--- src/rtl/mux_rr_arbiter.sv ---
// ---------------------------------------------------------------------------
// mux_rr_arbiter
//
// Round-robin arbiter in front of a shared N:1 data mux. Each requester holds
// the mux for a whole burst (terminated by its last flag) under valid/ready
// handshakes. The granted requester's beats go through a single registered
// output stage that supports downstream backpressure at full throughput.
//
// Optional feature macro: MUX_ARB_TIMEOUT_EN
//   defined   -> a grant is force-released after MAX_HOLD accepted beats
//                (outLast forced on that beat, outTimeout pulses)
//   undefined -> bursts are unbounded, outTimeout is constant 0
//
// Ports:
//   inClk       clock, rising edge
//   inRst       synchronous reset, active high
//   inValid     per-requester beat valid                 [N_REQ]
//   inData      requester k in bits [k*DATA_W +: DATA_W] [N_REQ*DATA_W]
//   inLast      per-requester end-of-burst, qualified by inValid
//   outReady    per-requester ready, at most one bit high
//   outValid    output beat valid
//   outData     output beat data                         [DATA_W]
//   outLast     end of burst on the output
//   outSrc      requester index of the current output beat [SEL_W]
//   inReady     downstream ready
//   outBusy     high while a grant is held (state LOCK)
//   outTimeout  one-cycle pulse on a forced release
// ---------------------------------------------------------------------------
module mux_rr_arbiter #(
    parameter int N_REQ  = 4,
    parameter int DATA_W = 4,
`ifdef MUX_ARB_TIMEOUT_EN
    parameter int MAX_HOLD = 16,
`endif
    localparam int SEL_W = $clog2(N_REQ)
) (
    input  logic                      inClk,
    input  logic                      inRst,
    input  logic [N_REQ-1:0]          inValid,
    input  logic [N_REQ*DATA_W-1:0]   inData,
    input  logic [N_REQ-1:0]          inLast,
    output logic [N_REQ-1:0]          outReady,
    output logic                      outValid,
    output logic [DATA_W-1:0]         outData,
    output logic                      outLast,
    output logic [SEL_W-1:0]          outSrc,
    input  logic                      inReady,
    output logic                      outBusy,
    output logic                      outTimeout
);

    typedef enum logic {
        IDLE = 1'b0,
        LOCK = 1'b1
    } state_t;

    state_t             state_q, state_d;
    logic [SEL_W-1:0]   g_q, g_d;
    logic [SEL_W-1:0]   ptr_q, ptr_d;

    logic               out_valid_q, out_valid_d;
    logic [DATA_W-1:0]  out_data_q, out_data_d;
    logic               out_last_q, out_last_d;
    logic [SEL_W-1:0]   out_src_q, out_src_d;
    logic               out_timeout_q, out_timeout_d;

    // Per-requester data slices: the shared N:1 mux is a plain index into this.
    logic [DATA_W-1:0]  data_slice [N_REQ];

    for (genvar gi = 0; gi < N_REQ; gi++) begin : g_slice
        assign data_slice[gi] = inData[gi*DATA_W +: DATA_W];
    end

    // The output register can take a new beat when it is empty or draining now.
    logic stage_free;
    logic accept;
    logic beat_last;
    logic force_rel;
    logic end_burst;

    assign stage_free = !out_valid_q || inReady;
    assign accept     = (state_q == LOCK) && stage_free && inValid[g_q];
    assign beat_last  = inLast[g_q];

    for (genvar gi = 0; gi < N_REQ; gi++) begin : g_ready
        assign outReady[gi] = (state_q == LOCK) && (g_q == SEL_W'(gi)) && stage_free;
    end

`ifdef MUX_ARB_TIMEOUT_EN
    localparam int CNT_W = $clog2(MAX_HOLD + 1);

    logic [CNT_W-1:0] hold_cnt_q, hold_cnt_d;
    logic             hold_hit;

    // hold_cnt counts beats already accepted in this grant, so the beat being
    // accepted while it equals MAX_HOLD-1 is the MAX_HOLD-th one.
    assign hold_hit  = (hold_cnt_q == CNT_W'(MAX_HOLD - 1));
    assign force_rel = accept && hold_hit && !beat_last;
    assign end_burst = accept && (beat_last || hold_hit);
`else
    assign force_rel = 1'b0;
    assign end_burst = accept && beat_last;
`endif

    // Round-robin search: first requester with inValid set, starting just
    // after the last granted index. The ptr itself is tried last (i = N_REQ
    // wraps back to ptr because N_REQ is a power of two).
    logic [SEL_W-1:0] arb_idx;
    logic             arb_found;
    logic [SEL_W-1:0] cand;

    always_comb begin
        arb_idx   = ptr_q;
        arb_found = 1'b0;
        cand      = '0;
        for (int i = 1; i <= N_REQ; i++) begin
            cand = ptr_q + SEL_W'(i);
            if (!arb_found && inValid[cand]) begin
                arb_idx   = cand;
                arb_found = 1'b1;
            end
        end
    end

    always_comb begin
        state_d       = state_q;
        g_d           = g_q;
        ptr_d         = ptr_q;
        out_valid_d   = out_valid_q;
        out_data_d    = out_data_q;
        out_last_d    = out_last_q;
        out_src_d     = out_src_q;
        out_timeout_d = force_rel;
`ifdef MUX_ARB_TIMEOUT_EN
        hold_cnt_d    = hold_cnt_q;
`endif

        case (state_q)
            IDLE: begin
                if (|inValid) begin
                    state_d = LOCK;
                    g_d     = arb_idx;
`ifdef MUX_ARB_TIMEOUT_EN
                    hold_cnt_d = '0;
`endif
                end
            end
            LOCK: begin
                if (accept) begin
`ifdef MUX_ARB_TIMEOUT_EN
                    hold_cnt_d = hold_cnt_q + CNT_W'(1);
`endif
                    if (end_burst) begin
                        state_d = IDLE;
                        ptr_d   = g_q;
                    end
                end
            end
            default: state_d = IDLE;
        endcase

        // Load has priority over drain so a simultaneous drain+load keeps
        // outValid high with the new beat (no bubble).
        if (accept) begin
            out_valid_d = 1'b1;
            out_data_d  = data_slice[g_q];
            out_last_d  = beat_last || force_rel;
            out_src_d   = g_q;
        end else if (inReady) begin
            out_valid_d = 1'b0;
        end
    end

    always_ff @(posedge inClk) begin
        if (inRst) begin
            state_q       <= IDLE;
            g_q           <= '0;
            ptr_q         <= SEL_W'(N_REQ - 1);
            out_valid_q   <= 1'b0;
            out_data_q    <= '0;
            out_last_q    <= 1'b0;
            out_src_q     <= '0;
            out_timeout_q <= 1'b0;
`ifdef MUX_ARB_TIMEOUT_EN
            hold_cnt_q    <= '0;
`endif
        end else begin
            state_q       <= state_d;
            g_q           <= g_d;
            ptr_q         <= ptr_d;
            out_valid_q   <= out_valid_d;
            out_data_q    <= out_data_d;
            out_last_q    <= out_last_d;
            out_src_q     <= out_src_d;
            out_timeout_q <= out_timeout_d;
`ifdef MUX_ARB_TIMEOUT_EN
            hold_cnt_q    <= hold_cnt_d;
`endif
        end
    end

    assign outValid   = out_valid_q;
    assign outData    = out_data_q;
    assign outLast    = out_last_q;
    assign outSrc     = out_src_q;
    assign outBusy    = (state_q == LOCK);
    assign outTimeout = out_timeout_q;

endmodule

--- config.mk ---
export PLATFORM = sky130hd
export DESIGN_NAME = mux_rr_arbiter
export DESIGN_NICKNAME = d
export VERILOG_FILES = /design/src/rtl/mux_rr_arbiter.sv
export SDC_FILE = /design/constraint.sdc
export NUM_CORES = 1
export LEC_CHECK = 0
export ABC_AREA = 1
export BUFFER_PORTS_ARGS = -buffer_cell sky130_fd_sc_hd__buf_2
export CAP_MARGIN = 20
export CORE_ASPECT_RATIO = 1.1
export CORE_UTILIZATION = 40
export DETAILED_ROUTE_END_ITERATION = 10
export PLACE_DENSITY = 0.85
export SYNTH_ARGS = -nofsm -noshare
export SYNTH_HDL_FRONTEND = slang
export SYNTH_SLANG_ARGS = --single-unit
--- constraint.sdc ---
create_clock -name inClk -period 1.3 [get_ports inClk]
set_input_delay 0.26 -clock inClk [delete_from_list [all_inputs] [get_ports inClk]]
set_output_delay 0.26 -clock inClk [all_outputs]
set_load 0.05 [all_outputs]
## Yosys cells after proc, flatten, opt, wreduce, memory -nomap -nowiden

Cells that the tools add are included.

| operators by class | value |
|---|---|
| add/subtract/negate cells | 3 |
| $lt $le $gt $ge | 6 |
| equality and inequality tests | 3 |
| muxes and demuxes | 28 |
| bitwise gates (word level) | 2 |
| reduce and logical (&&, ||, !) cells | 24 |

Operator list:

| cell | count |
|---|---|
| $lt 2x3->1 const B | 5 |
| $logic_and 1x1->1 | 14 |
| $mux 1 | 14 |
| $bmux 1 s2 | 6 |
| $bmux 4 s2 | 1 |
| $mux 2 | 4 |
| $mux 4 | 2 |
| $add 2x2->2 const B | 2 |
| $eq 2x2->1 const B | 2 |
| $logic_not 1->1 | 4 |
| $reduce_or 4->1 | 1 |
| $ge 3x3->1 const B | 1 |
| $not 2->3 | 1 |
| $reduce_and 3->1 | 1 |
| $add 2x1->2 const B | 1 |
| $eq 2x1->1 const B | 1 |
| $logic_not 2->1 | 1 |
| $pmux 1 s2 | 1 |
| $reduce_and 2->1 | 1 |
| $reduce_bool 2->1 | 1 |
| $logic_or 1x1->1 | 1 |
| $not 1->1 | 1 |

| word-level totals | value |
|---|---|
| register bits after elaboration | 13 |
| output and inout bits | 14 |
| word-level logic and storage cells | 73 |

## Logic depth before layout (Yosys ltp)

| logic depth | value |
|---|---|
| word-level depth | 13 |
| gate-level depth with buffers | 11 |

## Least setup slack after synthesis

No wires, ideal clock.

| timing path | value |
|---|---|
| kind | register to output |
| from | register state_q, in the netlist outBusy |
| to | output outReady[0] |
| arrival | 1.980 ns |
| setup slack | -0.940 ns |
| cell stages (with the launch flop) | 5 |
| path buffers | 0 |
| cells stage by stage | dfxtp_1 > inv_1 > nor2_1 > inv_1 > nor3_1 |

| on the way | value |
|---|---|
| cells in the longest elaborated chain, start to end | 2 |

Ends and longest elaborated chain:

| element | RTL line | text |
|---|---|---|
| start: declaration | 57 | `state_t state_q, state_d;` |
| start signal: assignment | 188 | `state_q <= state_d;` |
| $logic_and 1x1->1 (2 in series) | 86 | `assign outReady[gi] = (state_q == LOCK) && (g_q == SEL_W'(gi)) && stage_free;` |
| end: declaration | 42 | `output logic [N_REQ-1:0] outReady,` |

No other way between the ends.

## Worst setup path after layout

| timing path | value |
|---|---|
| from | register out_valid_q, in the netlist outValid |
| to | output outReady[0] |

| on the way | value |
|---|---|
| cells in the longest elaborated chain, start to end | 3 |

Ends and longest elaborated chain:

| element | RTL line | text |
|---|---|---|
| start: declaration | 61 | `logic out_valid_q, out_valid_d;` |
| start signal: assignment | 191 | `out_valid_q <= out_valid_d;` |
| $logic_not 1->1 | 81 | `assign stage_free = !out_valid_q \|\| inReady;` |
| $logic_or 1x1->1 | 81 |  |
| $logic_and 1x1->1 | 86 |  |

No other way between the ends.

==> results.py <==
metrics = {
    "layout": {
        "drive_gt1_share_pct": 56.8,
        "fillCellCount": 141,
        "layout_common_cells": "buf_2 (35), nand2_1 (31), a21oi_1 (17), buf_4 (17), nand2_2 (13)",
        "layout.nets": 220,
        "n_antenna_cell": 0,
        "final_common_cell": "buf_2",
        "area_growth_pct": 73.8,
        "final_area_um2": 1440,
    },
    "worst_setup_path": {
        "cp_max_fo": 5,
        "reg2reg_from": "g_q[0]$_SDFFE_PP0P_",
        "cp.buffers_inverters": 3,
        "max_stage_delay_ps": 350,
        "r2r_slack_ps": -80,
        "crit_family": "flip-flops",
        "cp_common_cell": "nor2_4",
        "cp_data_required_time_ps": 1040,
        "cp-end-kind": "output pin",
        "start_kind": "flip-flop",
        "timing.rr.end": "outBusy$_SDFF_PP0_",
        "slowest_stage": "dfxtp_4",
        "worstRegToRegCells": 9,
        "critPathKind": "flip-flop to output pin",
        "critPathArrivalTime_ps": 1200,
        "path_cells": "inv_2 > nor2_4 > nor2_4 > inv_4 > nor3_4 > buf_6",
    },
    "cts": {
        "postCtsHoldBufs": 0,
        "cts_num_sinks": 13,
        "tritoncts": "done",
        "cts-root-buf": "clkbuf_4",
        "numCtsBuffers": 3,
        "clkTransAtPathRegs_ps": 80,
        "clock_latency_ps": 280,
        "cts.path.max_buffers": 2,
        "cts.htree.levels": 1,
    },
    "pwr": {
        "ir_drop_mv": 1.07,
        "pwr-share-clk_pct": 13.8,
        "p_leak_nw": 0.704,
        "p_switching_uw": 835,
        "p_per_area_nw_per_um2": 1280,
        "seq_power_share_pct": 28.6,
        "p_comb_share_pct": 57.6,
        "netSwitchingFraction_pct": 45.5,
        "power.internal_mw": 1.00,
        "finalPower_mw": 1.84,
    },
    "place": {
        "portBuffers": 39,
        "place_area_um2": 1220,
        "place_hpwl_mm": 1.96,
        "preCtsSetupSlack_ps": -238,
        "place.gp.congestion": 0.791,
    },
    "route": {
        "first_pass_iters": 4,
        "first_iter_violations": 37,
        "via_count": 1120,
        "wl_per_cell_um": 12.9,
        "ant_nets": 0,
        "drc_errors": 0,
        "wirelength_mm": 2.83,
        "vias_per_cell": 5.11,
    },
    "floorplan": {
        "dieArea_um2": 2250,
        "dieHeight_um": 49.7,
        "io-pin-count": 41,
        "rows": 16,
        "core_region_area_um2": 1860,
        "initial_core_util_pct": 44.4,
        "die_w_um": 45.3,
    },
    "hold_path": {
        "min_path_type": "input port to flip-flop",
        "min_from": "inRst",
        "holdPathStages": 2,
        "hold_end": "g_q[1]$_SDFFE_PP0P_",
    },
    "sta": {
        "setup_viol": 15,
        "period_share_pct": 113,
        "clock.fmax_mhz": 684,
        "hold_viol_final": 0,
        "period_minus_slack_ps": 1460,
        "final-max-slew-violation-count": 0,
        "setup_ws_ps": -163,
        "skew_ps": 3.61,
        "hold_slack_ps": 213,
        "rsz0062_at_grt": "yes",
        "tns_ps": -1270,
    },
    "global_route": {
        "grt_pass1_wl_mm": 4.60,
        "grt_max_degree": 15,
        "track_usage_pct": 27.2,
        "gr-total-overflow": 0,
        "grt_pass1_vias": 1084,
        "antenna_found_initial": 0,
    },
    "synth": {
        "synth_seq_cells": 13,
        "synth_cells": 132,
        "ys_warn_count": 0,
        "synth.distinct_cells": 22,
        "synth_area_um2": 826,
        "syn_nets": 159,
        "syn_area_per_cell_um2": 6.26,
        "seq_area_frac_synth_pct": 31.5,
    },
    "outcome": {
        "violations": "setup timing",
        "status": "finished, violations left",
    },
    "flow_run": {
        "max-cap-violations": 0,
    },
}
-- cell families (layout without fill, tap and decap cells) --
family                 after synthesis  count (layout)  synth area share (%)
AND/OR/NAND/NOR                     66              66                  33.2
buffers and inverters               17              77                  9.24
other                                1               1                 0.454
flip-flops                          13              13                  31.5
AO/OA/AOI/OAI                       35              35                  25.6
-- state kept, by name (all words and copies together) (netlist names) --
register	count
g_q	2
outBusy	1
outData	4
outLast	1
outSrc	2
outValid	1
ptr_q	2
-- metrics by stage --
stage | utilization (%) | std cells
2_1_floorplan | - | 132
3_3_place_gp | 65.3 | 209
3_5_place_dp | 65.3 | 209
4_1_cts | 72.4 | 218
5_1_grt | 77.1 | 219
6_report | 77.1 | 219
-- Yosys cell counts --
| library cell | n | area, µm² |
|---|---|---|
| a21oi_4 | 1 | 16.3 |
| nor4_1 | 1 | 6.26 |
| inv_1 | 13 | 48.8 |
| a21oi_1 | 18 | 90.1 |
| dfxtp_1 | 13 | 260 |
| nand2_1 | 46 | 173 |
| o21ai_0 | 5 | 25.0 |
| inv_2 | 1 | 3.75 |
| nand4_1 | 2 | 12.5 |
| o21ai_1 | 3 | 15.0 |
| a22oi_1 | 5 | 37.5 |
| nand3_1 | 5 | 25.0 |
| nor3_1 | 2 | 10.0 |
| o211ai_1 | 2 | 15.0 |
| nor2_4 | 1 | 11.3 |
| a22oi_2 | 1 | 12.5 |
| buf_2 | 1 | 5.00 |
| nor2_1 | 8 | 30.0 |
| nor2_2 | 1 | 6.26 |
| conb_1 | 1 | 3.75 |
| buf_6 | 1 | 11.3 |
| buf_4 | 1 | 7.51 |
-- final cells by class --
type | count | area [µm²] | share of cell area, %
timing repair buffer | 59 | 398 | 27.7
inverter | 14 | 60.1 | 4.18
sequential | 13 | 283 | 19.7
clock buffer | 4 | 26.3 | 1.83
tap | 27 | 33.8 | 2.35
multi-input combinational | 102 | 634 | 44.2
-- worst max-delay path by stage --
stage                                from                  end  slack, ps  cells after the start
floorplan           outValid$_SDFFE_PP0P_          outReady[0]       -140                      5
global placement    ptr_q[0]$_SDFFE_PP1P_  g_q[0]$_SDFFE_PP0P_       -110                     11
detailed placement  ptr_q[0]$_SDFFE_PP1P_  g_q[0]$_SDFFE_PP0P_       -240                     11
CTS                 outValid$_SDFFE_PP0P_          outReady[2]       -210                      6
global route           outBusy$_SDFF_PP0_          outReady[0]       -210                      5
finish              outValid$_SDFFE_PP0P_          outReady[0]       -160                      6
-- routing by layer --
metal / routed length [µm] / global-route usage (%)
met3: 86 / 3.30
met5: 0 / 0
met4: 42 / 12.1
met1: 1140 / 31.1
met2: 1560 / 48.3
-- power by group through the flow --
stage          logic [mW]  clock network [mW]  registers (mW)
2_1_floorplan       0.454                   0           0.656
3_3_place_gp        0.843                   0           0.520
3_5_place_dp        0.866                   0           0.524
4_1_cts             0.974               0.256           0.514
5_1_grt              1.13               0.271           0.534
6_report             1.06               0.253           0.525
-- timing repair --
item                                    CTS  global route
buffers inserted                          5             1
gates cloned                              0             0
resized for setup                        29            23
endpoints found under the setup margin   12            17
pin swaps                                 8            16
(Power assumes the default switching activity.)
